`src/rtl/ram_loader.sv`:
```
// ram_loader -- responder to the CPU's RAM-initialisation request.
//
// While en_ram_in is held high, words arriving on a valid/ready handshake
// are written to consecutive RAM addresses starting at BASE_ADDR. After
// LOAD_LEN words, load_done pulses for one cycle. The block then waits for
// en_ram_in to fall before it can be re-armed. Dropping en_ram_in mid-load
// aborts the load without a load_done pulse.
//
// Optional build macro: LOADER_CHECKSUM_EN
//   defined   -> checksum accumulates the sum (mod 2^DATA_W) of accepted words
//   undefined -> no adder is built and checksum is tied to 0
//
// Ports:
//   clk        system clock, rising edge
//   rst        asynchronous active-low reset
//   en_ram_in  load request level from top_cpu
//   src_data   upstream word
//   src_valid  upstream word valid
//   src_ready  loader accepts a word this cycle (high only in LOAD)
//   ram_we     RAM write strobe (registered)
//   ram_addr   RAM write address (registered)
//   ram_wdata  RAM write data (registered)
//   load_busy  high while in LOAD
//   load_done  one-cycle pulse on load completion (registered)
//   word_count words accepted in the current or most recent load
//   checksum   running sum of accepted words (see macro above)

module ram_loader #(
  parameter int DATA_W    = 16,
  parameter int ADDR_W    = 8,
  parameter int BASE_ADDR = 0,
  parameter int LOAD_LEN  = 256
) (
  input  logic              clk,
  input  logic              rst,
  input  logic              en_ram_in,
  input  logic [DATA_W-1:0] src_data,
  input  logic              src_valid,
  output logic              src_ready,
  output logic              ram_we,
  output logic [ADDR_W-1:0] ram_addr,
  output logic [DATA_W-1:0] ram_wdata,
  output logic              load_busy,
  output logic              load_done,
  output logic [ADDR_W:0]   word_count,
  output logic [DATA_W-1:0] checksum
);

  typedef enum logic [1:0] {
    IDLE = 2'd0,
    LOAD = 2'd1,
    DONE = 2'd2,
    HOLD = 2'd3
  } state_t;

  localparam logic [ADDR_W-1:0] BASE_C = ADDR_W'(BASE_ADDR);
  // word_count value just before the final acceptance of a load
  localparam logic [ADDR_W:0]   LAST_C = (ADDR_W+1)'(LOAD_LEN - 1);

  state_t            state;
  logic [ADDR_W-1:0] ptr;
  logic              accept;
  logic              start;

  // Ready depends on state only, so the source never sees a combinational
  // path from its own valid back to ready.
  assign src_ready = (state == LOAD);
  assign load_busy = (state == LOAD);
  assign accept    = (state == LOAD) && src_valid;
  assign start     = (state == IDLE) && en_ram_in;

  always_ff @(posedge clk or negedge rst) begin
    if (!rst) begin
      state      <= IDLE;
      ptr        <= BASE_C;
      ram_we     <= 1'b0;
      ram_addr   <= '0;
      ram_wdata  <= '0;
      load_done  <= 1'b0;
      word_count <= '0;
    end else begin
      ram_we    <= 1'b0;
      load_done <= 1'b0;
      case (state)
        IDLE: begin
          if (en_ram_in) begin
            state      <= LOAD;
            ptr        <= BASE_C;
            word_count <= '0;
          end
        end
        LOAD: begin
          if (src_valid) begin
            ram_we     <= 1'b1;
            ram_addr   <= ptr;
            ram_wdata  <= src_data;
            ptr        <= ptr + 1'b1;
            word_count <= word_count + 1'b1;
          end
          // Completion wins over a simultaneous abort: the last word was
          // accepted, so the load did finish.
          if (src_valid && (word_count == LAST_C)) begin
            state     <= DONE;
            load_done <= 1'b1;
          end else if (!en_ram_in) begin
            state <= IDLE;
          end
        end
        DONE: state <= HOLD;
        HOLD: begin
          // Wait for the request to drop so a held request cannot re-trigger.
          if (!en_ram_in) state <= IDLE;
        end
        default: state <= IDLE;
      endcase
    end
  end

`ifdef LOADER_CHECKSUM_EN
  always_ff @(posedge clk or negedge rst) begin
    if (!rst) begin
      checksum <= '0;
    end else if (start) begin
      checksum <= '0;
    end else if (accept) begin
      checksum <= checksum + src_data;
    end
  end
`else
  assign checksum = '0;
`endif

endmodule

```
`config.mk`:
```
export PLATFORM = sky130hd
export DESIGN_NAME = ram_loader
export DESIGN_NICKNAME = d
export VERILOG_FILES = /design/src/rtl/ram_loader.sv
export SDC_FILE = /design/constraint.sdc
export NUM_CORES = 1
export LEC_CHECK = 0
export BUFFER_PORTS_ARGS = -buffer_cell sky130_fd_sc_hd__buf_4
export CORE_MARGIN = 2
export CORE_UTILIZATION = 40
export DETAILED_ROUTE_END_ITERATION = 16
export PLACE_DENSITY = 0.72
export SYNTH_ARGS = -nofsm -noshare
export SYNTH_HDL_FRONTEND = slang
export SYNTH_SLANG_ARGS = --single-unit
```
`constraint.sdc`:
```
create_clock -name clk -period 3.65 [get_ports clk]
set_clock_uncertainty 0.15 [all_clocks]
set_input_delay 0.1825 -clock clk [delete_from_list [all_inputs] [get_ports clk]]
set_output_delay 0.1825 -clock clk [all_outputs]
set_load 0.005 [all_outputs]
```
Word level (Yosys, flattened, before mapping):

Index checks and enable logic that the tools add are counted.

* memories kept: 0
* RAM bits: 0
* bits in registers: 45
* logic and storage cells: 34
* latch bits: 0
* bits of input ports: 20
* output and inout port bits: 53
* bits in read-only memories: 0

* multipliers: 0
* $add $sub $neg: 2
* equal/unequal tests: 6
* shifts and indexed selects: 0
* muxes and demuxes: 14
* bitwise operators: 0
* reduce and logical (&&, ||, !) cells: 5
* magnitude comparators: 0
* div/mod/pow operators: 0

Operator list (count)
* two-way mux 9 bit: 2
* one-hot mux 9 bit (2 select lines): 1
* two-way mux 8 bit: 2
* one-hot mux 8 bit (2 select lines): 1
* adder 9 x 1 -> 9 bit, second input constant: 1
* equality test 9 x 8 -> 1 bit, second input constant: 1
* adder 8 x 1 -> 8 bit, second input constant: 1
* one-hot mux 2 bit (4 select lines): 1
* two-way mux 2 bit: 3
* equality test 2 bit, second input constant: 2
* two-way mux 1 bit: 4
* inequality test 2 bit, second input constant: 2
* AND reduction 3 bit: 1
* equality test 2 x 1 -> 1 bit, second input constant: 1
* logical NOT 2 bit: 1
* AND reduction 2 bit: 1
* nonzero test 2 bit: 1
* logical AND 1 bit: 1

Logic depth before layout (Yosys ltp):

Gate-level depths: netlist of run 1.

* word-level depth: 4
* depth in mapped cells: 7
* gate-level depth less buffers: 7

Worst setup path after synthesis of run 1:

No wires, ideal clock.

* path kind: register to register
* start: reg state[1]
* end: reg word_count[5]
* path buffers: 0
* path slack: 2.161 ns
* clock period less this slack: 1.489 ns
* data required time: 3.422 ns
* library setup time: 0.078 ns
* data arrival time: 1.261 ns
* cell stages (with the launch flop): 4
* cell sequence: dfrtp_1 > nand2b_2 > or4_1 > a21oi_1

* cells in the longest elaborated chain, start to end: 3
* elaborated cells on any way between the ends: 7
* those cells by class: eq/ne: 3; mux: 1; reduce/logical: 3

Ends and longest elaborated chain
* start, declared: line 60 `state_t state;`
* start signal, assigned: line 74 `state <= IDLE;`
* start signal, assigned: line 87 `state <= LOAD;`
* start signal, assigned: line 103 `state <= DONE;`
* equality test 2 x 1 -> 1 bit / logical NOT 2 bit (equally long branches): line 84 `case (state)`
* inequality test 2 bit (no line) / nonzero test 2 bit (equally long branches)
* AND reduction 3 bit (no line)
* end signal, assigned: line 98 `word_count <= word_count + 1'b1;`
* end, declared: line 45 `output logic [ADDR_W:0] word_count,`

Several ways; a longest one is shown, not always the timed one.
A chain may end at the register's enable or synchronous reset.

Final worst setup path of run 1:

* start: reg state[1]
* end: reg word_count[1]

Same word-level chain as after synthesis.

==> summary.md, run 1 <==
| Metric | Value |
|---|---|
| Post-CTS Setup Repair Bufs | 0 |
| Peak VDD IR | 0.251 mV |
| Number of flops mapped to enable cells by yosys | 0 |
| Pwr/cell area | 393 mW/mm^2 |
| Synth area leader | dfrtp_1 |
| Top_reg_cell synth | dfrtp_1 |
| Total number of vias | 1682 |
| Share of cells above drive strength 1 | 0.236 |
| Most Crowded Layer GR | met2 |
| Crit Path Max Fanout | 44 |
| Post-CTS resize count | 0 |
| Worst setup EP type | flop |
| RePlAce Congestion | 0.753 |
| Overall die width | 75.3 um |
| Clock Pin Slew Worst Setup and Hold Paths | 0.08 ns |
| CP endpoint | word_count[1]$_DFFE_PN0P_ |
| GRT met2 Usage | 0.289 |
| Reg2reg end | word_count[1]$_DFFE_PN0P_ |
| Yosys cell types | 29 |
| Total GRT Usage | 0.165 |
| CTS Buf Count | 5 |
| Worst Reg-to-Reg Cells | 4 |
| Largest net degree at the start of global routing | 46 |
| Status | complete, no violations |
| Setup crit start kind | flop |
| Vias/cell | 4.74 |
| Top-count cell post-synth | nand2_1 |
| Sequential share of the synthesized area | 0.554 |
| Worst-Skew Late Latency | 0.30 ns |
| Max Clk Rate | 477 MHz |
| Core area | 0.00482 mm^2 |
| Die Y-Extent | 75.3 um |
| Area contributors post-synth | dfrtp_1 (55%), nand2_1 (14%), buf_4 (6.3%) |
| ANT cells | 0 |
| RSZ-0062 raised after global routing | false |
| Wire per inst | 12.5 um |
| Initial DRT Pass Iterations | 4 |
| H-tree depth | 2 |
| CP Class | flop to flop |
| Vias in the first global route | 1626 |
| CTS Root Cell | clkbuf_8 |
| Clock Path Buffers | 2 |
| Final Hold Viols | 0 |
| Slew headroom | 0.518 |
| Worst R2R Setup Slack | 1.55 ns |
| Max Slew Vio Count | 0 |
| Initial Utilization | 0.422 |
| Area growth syn-to-layout | 32.7% |
| Critical Path Start | state[1]$_DFFE_PN0P_ |
| Post-cts hold buffer count | 17 |
| Yosys reg bits | 45 |
| Most frequent cells after synthesis | nand2_1 (77), dfrtp_1 (45), buf_4 (17) |
| Fraction of registers with async set/reset | 1.00 |
| Final ANT Viol Nets | 0 |
| Worst r2r src | state[1]$_DFFE_PN0P_ |
| Avg Synthesized Cell Area | 9.41 um^2 |
| Met3 GRT Util | 0.0516 |
| WP data required | 3.69 ns |
| First-iteration detailed-routing DRC count | 95 |
| Setup violators final | 0 |
| # DRC | 0 |
| Hold Crit Class | input pin to flop |
| Global-route wire length before repair | 7000 um |
| Boundary Pins | 73 |
| Worst Tran Pin Value | 0.720 ns |
| # rows | 25 |
| Port Buffers | 56 |
| Die area | 0.00567 mm^2 |
| Met1 GRT Util | 0.187 |
| Post-Layout Cell Count | 355 |
| Post-route minimum period | 2.10 ns |
| GRT overflow | 0 |
| P_leak | 0.00139 uW |
| Worst EP arrival | 2.14 ns |
| Final nets | 311 |
| Initial antenna violation count | 0 |
| Dpl hpwl | 2970 um |
| Period utilisation layout | 0.575 |
| Final wirelength | 4460 um |
| Mapped Cells | 216 |
| Total negative setup slack | 0 ns |
| Ys Warns | 0 |
| Max Cap Viol | 0 |
| CTS sink cnt | 45 |
| Placed cells | 331 |
| Cell area after synthesis | 0.00203 mm^2 |
| CTS tree | built |
| Hold slack | 0.0173 ns |
| Share of the synthesized area in the top cell type | 0.554 |
cells in the final DEF (no fill, tap or decap), drive strengths merged, types with 5 or more instances in the layout:
master | Yosys | layout
nand2 | 77 | 77
buf | 23 | 56
dfrtp | 45 | 45
dlygate4sd3 | 0 | 17
conb | 1 | 16
a21oi | 10 | 10
o21ai | 9 | 9
nand3 | 6 | 6
clkbuf | 0 | 6
inv | 6 | 6
or3 | 5 | 5
worst max-delay path, cell delays in order, from the launching register on:
cell	delay, ns
dfrtp_1	0.46
nand3b_4	0.47
inv_2	0.51
nor2_1	0.15
a22o_1	0.22
stage by stage:
step | utilization | total power (uW) | setup slack (ns) | cell area (um^2)
6_report | 0.560 | 1060 | 1.55 | 2700
3_3_place_gp | 0.506 | 738 | 1.62 | 2440
3_5_place_dp | 0.506 | 744 | 1.56 | 2440
2_1_floorplan | - | 653 | 2.16 | 2090
4_1_cts | 0.560 | 1070 | 1.55 | 2700
5_1_grt | 0.560 | 1120 | 1.41 | 2700
cell families (layout without fill, tap and decap cells):
logic type,count (synthesis),count (layout),share of synthesized area
fa+ha+maj,3,3,0.0185
mux,3,3,0.0148
compound gates,27,27,0.0782
simple gates,108,108,0.246
flops,45,45,0.554
buf+inv,29,86,0.0874
other cells,1,16,0.00184
power by group:
part           switching (uW)  leakage (uW)  internal (uW)  total, uW
combinational            80.6      0.000753           93.7        174
clock                     163     0.0000433            150        313
sequential               34.6      0.000596            540        574
total                     278       0.00139            783       1060
how the worst min path moves through the flow:
stage | from | end | depth (start not counted)
after floorplan | rst | load_done$_DFF_PN0_ | 0
after global placement | rst | ram_addr[5]$_DFFE_PN0P_ | 1
after detailed placement | rst | ram_addr[5]$_DFFE_PN0P_ | 1
after CTS | en_ram_in | state[0]$_DFFE_PN0P_ | 3
after global routing | en_ram_in | state[0]$_DFFE_PN0P_ | 3
final | en_ram_in | state[0]$_DFFE_PN0P_ | 3
registers in the layout, indices dropped and copies added, names as in the netlist:
register    flops
load_done       1
ptr             8
ram_addr        8
ram_wdata      16
ram_we          1
state           2
word_count      9
final cells by class:
type	instances	area, um^2
Multi-Input combinational cell	157	786
Timing Repair Buffer	73	591
Fill cell	454	2120
Clock buffer	6	82.6
Clock inverter	1	7.51
Inverter	6	22.5
Tap cell	67	83.8
Sequential cell	45	1130
routing by layer:
layer  wire length [um]  share of wire  up-vias
li1                   -              -      825
met1               1940           0.44      793
met2               2150           0.48       57
met4                 74          0.017        0
met5                  0              0        -
met3                290          0.065        7
No activity file was read; power rests on OpenSTA's default activity.
==> run 2, diff against run 1 <==
- clock period: 3.65 -> 2 ns (I/O delays scaled with it)
==> run 2 against run 1 <==
Critical path depth shrank 1. Final cell count grew 1.4%. Combinational power grew 87%. Register-to-register slack lost 1.3 ns. Core utilization grew 0.75 points.
==> summary.md, run 2 (same netlist as run 1, synthesis figures left out) <==
| Metric | Value |
|---|---|
| Status | complete, no violations |
| Vias/cell | 4.64 |
| RePlAce Congestion | 0.750 |
| Clock share of power | 0.292 |
| RSZ-0062 raised after global routing | false |
| Slew headroom | 0.634 |
| Period utilisation layout | 0.849 |
| Pwr/cell area | 707 mW/mm^2 |
| CTS Buf Count | 5 |
| ANT cells | 0 |
| Overall die width | 75.3 um |
| Uppermost layer routed | met4 |
| CP Class | flop to flop |
| Max Clk Rate | 589 MHz |
| GRT overflow | 0 |
| Total number of vias | 1669 |
| Initial antenna violation count | 0 |
| # DRC | 0 |
| # rows | 25 |
| Largest net degree at the start of global routing | 46 |
| WP data required | 2.08 ns |
| Hold slack | 0.0404 ns |
| CTS sink cnt | 45 |
| Share of cells above drive strength 1 | 0.242 |
| P_leak | 0.00142 uW |
| Worst EP arrival | 1.77 ns |
| Commonest non-fill, non-tap cells in the layout | nand2_1 (77), buf_4 (60), dfrtp_1 (45) |
| Total negative setup slack | 0 ns |
| Initial DRT Pass Iterations | 4 |
| Final ANT Viol Nets | 0 |
| Hold Crit Class | input pin to flop |
| Max Slew Vio Count | 0 |
| Final Hold Viols | 0 |
| Post-route minimum period | 1.70 ns |
| Max Cap Viol | 0 |
| Critical Path Start | state[0]$_DFFE_PN0P_ |
| Internal power | 1440 uW |
| Comb power frac | 0.168 |
| Area growth syn-to-layout | 34.5% |
| Setup violators final | 0 |
| Wire per inst | 12.2 um |
| Clock Path Buffers | 2 |
| Met2 routed WL | 2070 um |
| Die area | 0.00567 mm^2 |
| Post-Layout Cell Count | 360 |
| Global-route wire length before repair | 7050 um |
| Worst-Skew Late Latency | 0.30 ns |
| Met1 Wirelength | 1990 um |
| Placed cells | 335 |
| Initial Utilization | 0.422 |
| CTS tree | built |
| DR WL met3 | 290 um |
| Max FFs per register | 16 |
| Final Cell Area | 0.00274 mm^2 |
| H-tree depth | 2 |
| Biggest register | ram_wdata |
| Peak VDD IR | 0.350 mV |
| CTS Root Cell | clkbuf_8 |
| Net Switching | 497 uW |
| Core area | 0.00482 mm^2 |
| Vias in the first global route | 1604 |
| Largest regs | ram_wdata (16), word_count (9) |
| Worst r2r src | state[0]$_DFFE_PN0P_ |
| Share of power burned in registers | 0.540 |
| Final wirelength | 4400 um |
| Crit Path Max Fanout | 19 |
| Worst Tran Pin Value | 0.550 ns |
| Placed inst area | 0.00247 mm^2 |
| Clock Pin Slew Worst Setup and Hold Paths | 0.08 ns |
| Setup crit start kind | flop |
| Dpl hpwl | 2990 um |
| First-iteration detailed-routing DRC count | 88 |
| Boundary Pins | 73 |
| Port Buffers | 56 |
| Worst Min Path Start | src_valid |
| End-of-flow core utilization | 0.568 |
| Switch share | 0.257 |
| Total GRT Usage | 0.167 |
| Post-CTS resize count | 0 |
| Final nets | 316 |
| Die Y-Extent | 75.3 um |
| Commonest non-fill, non-tap cell in the layout | nand2_1 |
| Worst setup EP type | flop |
[run 2: cell types whose count changed in the layout (fill, tap and decap cells not counted), sizes merged]
cell         change
buf              +4
clkbuf           +1
dlygate4sd3      +1
clkinvlp         -1
[run 2: power groups by stage]
| stage | Clock [uW] | Combinational (uW) | Sequential, uW |
|---|---|---|---|
| 3_5_place_dp | 0 | 303 | 1060 |
| 3_3_place_gp | 0 | 294 | 1060 |
| 5_1_grt | 611 | 372 | 1050 |
| 2_1_floorplan | 0 | 134 | 1060 |
| 6_report | 564 | 326 | 1040 |
| 4_1_cts | 572 | 330 | 1040 |
[run 2: path summary, 6_finish.rpt]
kind                                             to  slack (ns)  cells past startpoint
setup reg to reg                 ptr[7]$_DFFE_PN0P_        0.30                      3
hold / removal              ram_addr[2]$_DFFE_PN0P_        0.04                      3
min in group asynchronous  ram_wdata[2]$_DFFE_PN0P_        0.18                      2
max in group asynchronous  ram_wdata[8]$_DFFE_PN0P_        1.15                      2
setup / recovery                 ptr[7]$_DFFE_PN0P_        0.30                      3
hold reg to reg            ram_wdata[4]$_DFFE_PN0P_        0.33                      2
[run 2: what timing repair did]
item	CTS	global route
endpoints found under the setup margin	0	0
buffers inserted	0	0
hold buffers	18	0
hold endpoints to repair	63	0
[run 2: routing by layer]
| metal | track usage | up-vias |
|---|---|---|
| li1 | - | 832 |
| met1 | 0.197 | 776 |
| met2 | 0.293 | 56 |
| met3 | 0.0489 | 5 |
| met4 | 0.0526 | 0 |
| met5 | 0 | - |
[run 2: layout make-up]
class / instances / area (um^2)
Inverter: 6 / 22.5
Multi-Input combinational cell: 157 / 786
Timing Repair Buffer: 78 / 631
Tap cell: 67 / 83.8
Clock buffer: 7 / 86.3
Sequential cell: 45 / 1130
Fill cell: 450 / 2080
[run 2: through the flow]
stage | power, uW | worst slack, ns
5_1_grt | 2040 | 0.183
3_5_place_dp | 1360 | 0.324
3_3_place_gp | 1350 | 0.369
4_1_cts | 1950 | 0.304
2_1_floorplan | 1190 | 0.511
6_report | 1930 | 0.302
[run 2: worst max-delay path, cell delays in order (launching register included)]
cell and delay, ns:
dfrtp_1 0.52, nand3b_4 0.23, or4_1 0.56, a21oi_1 0.16
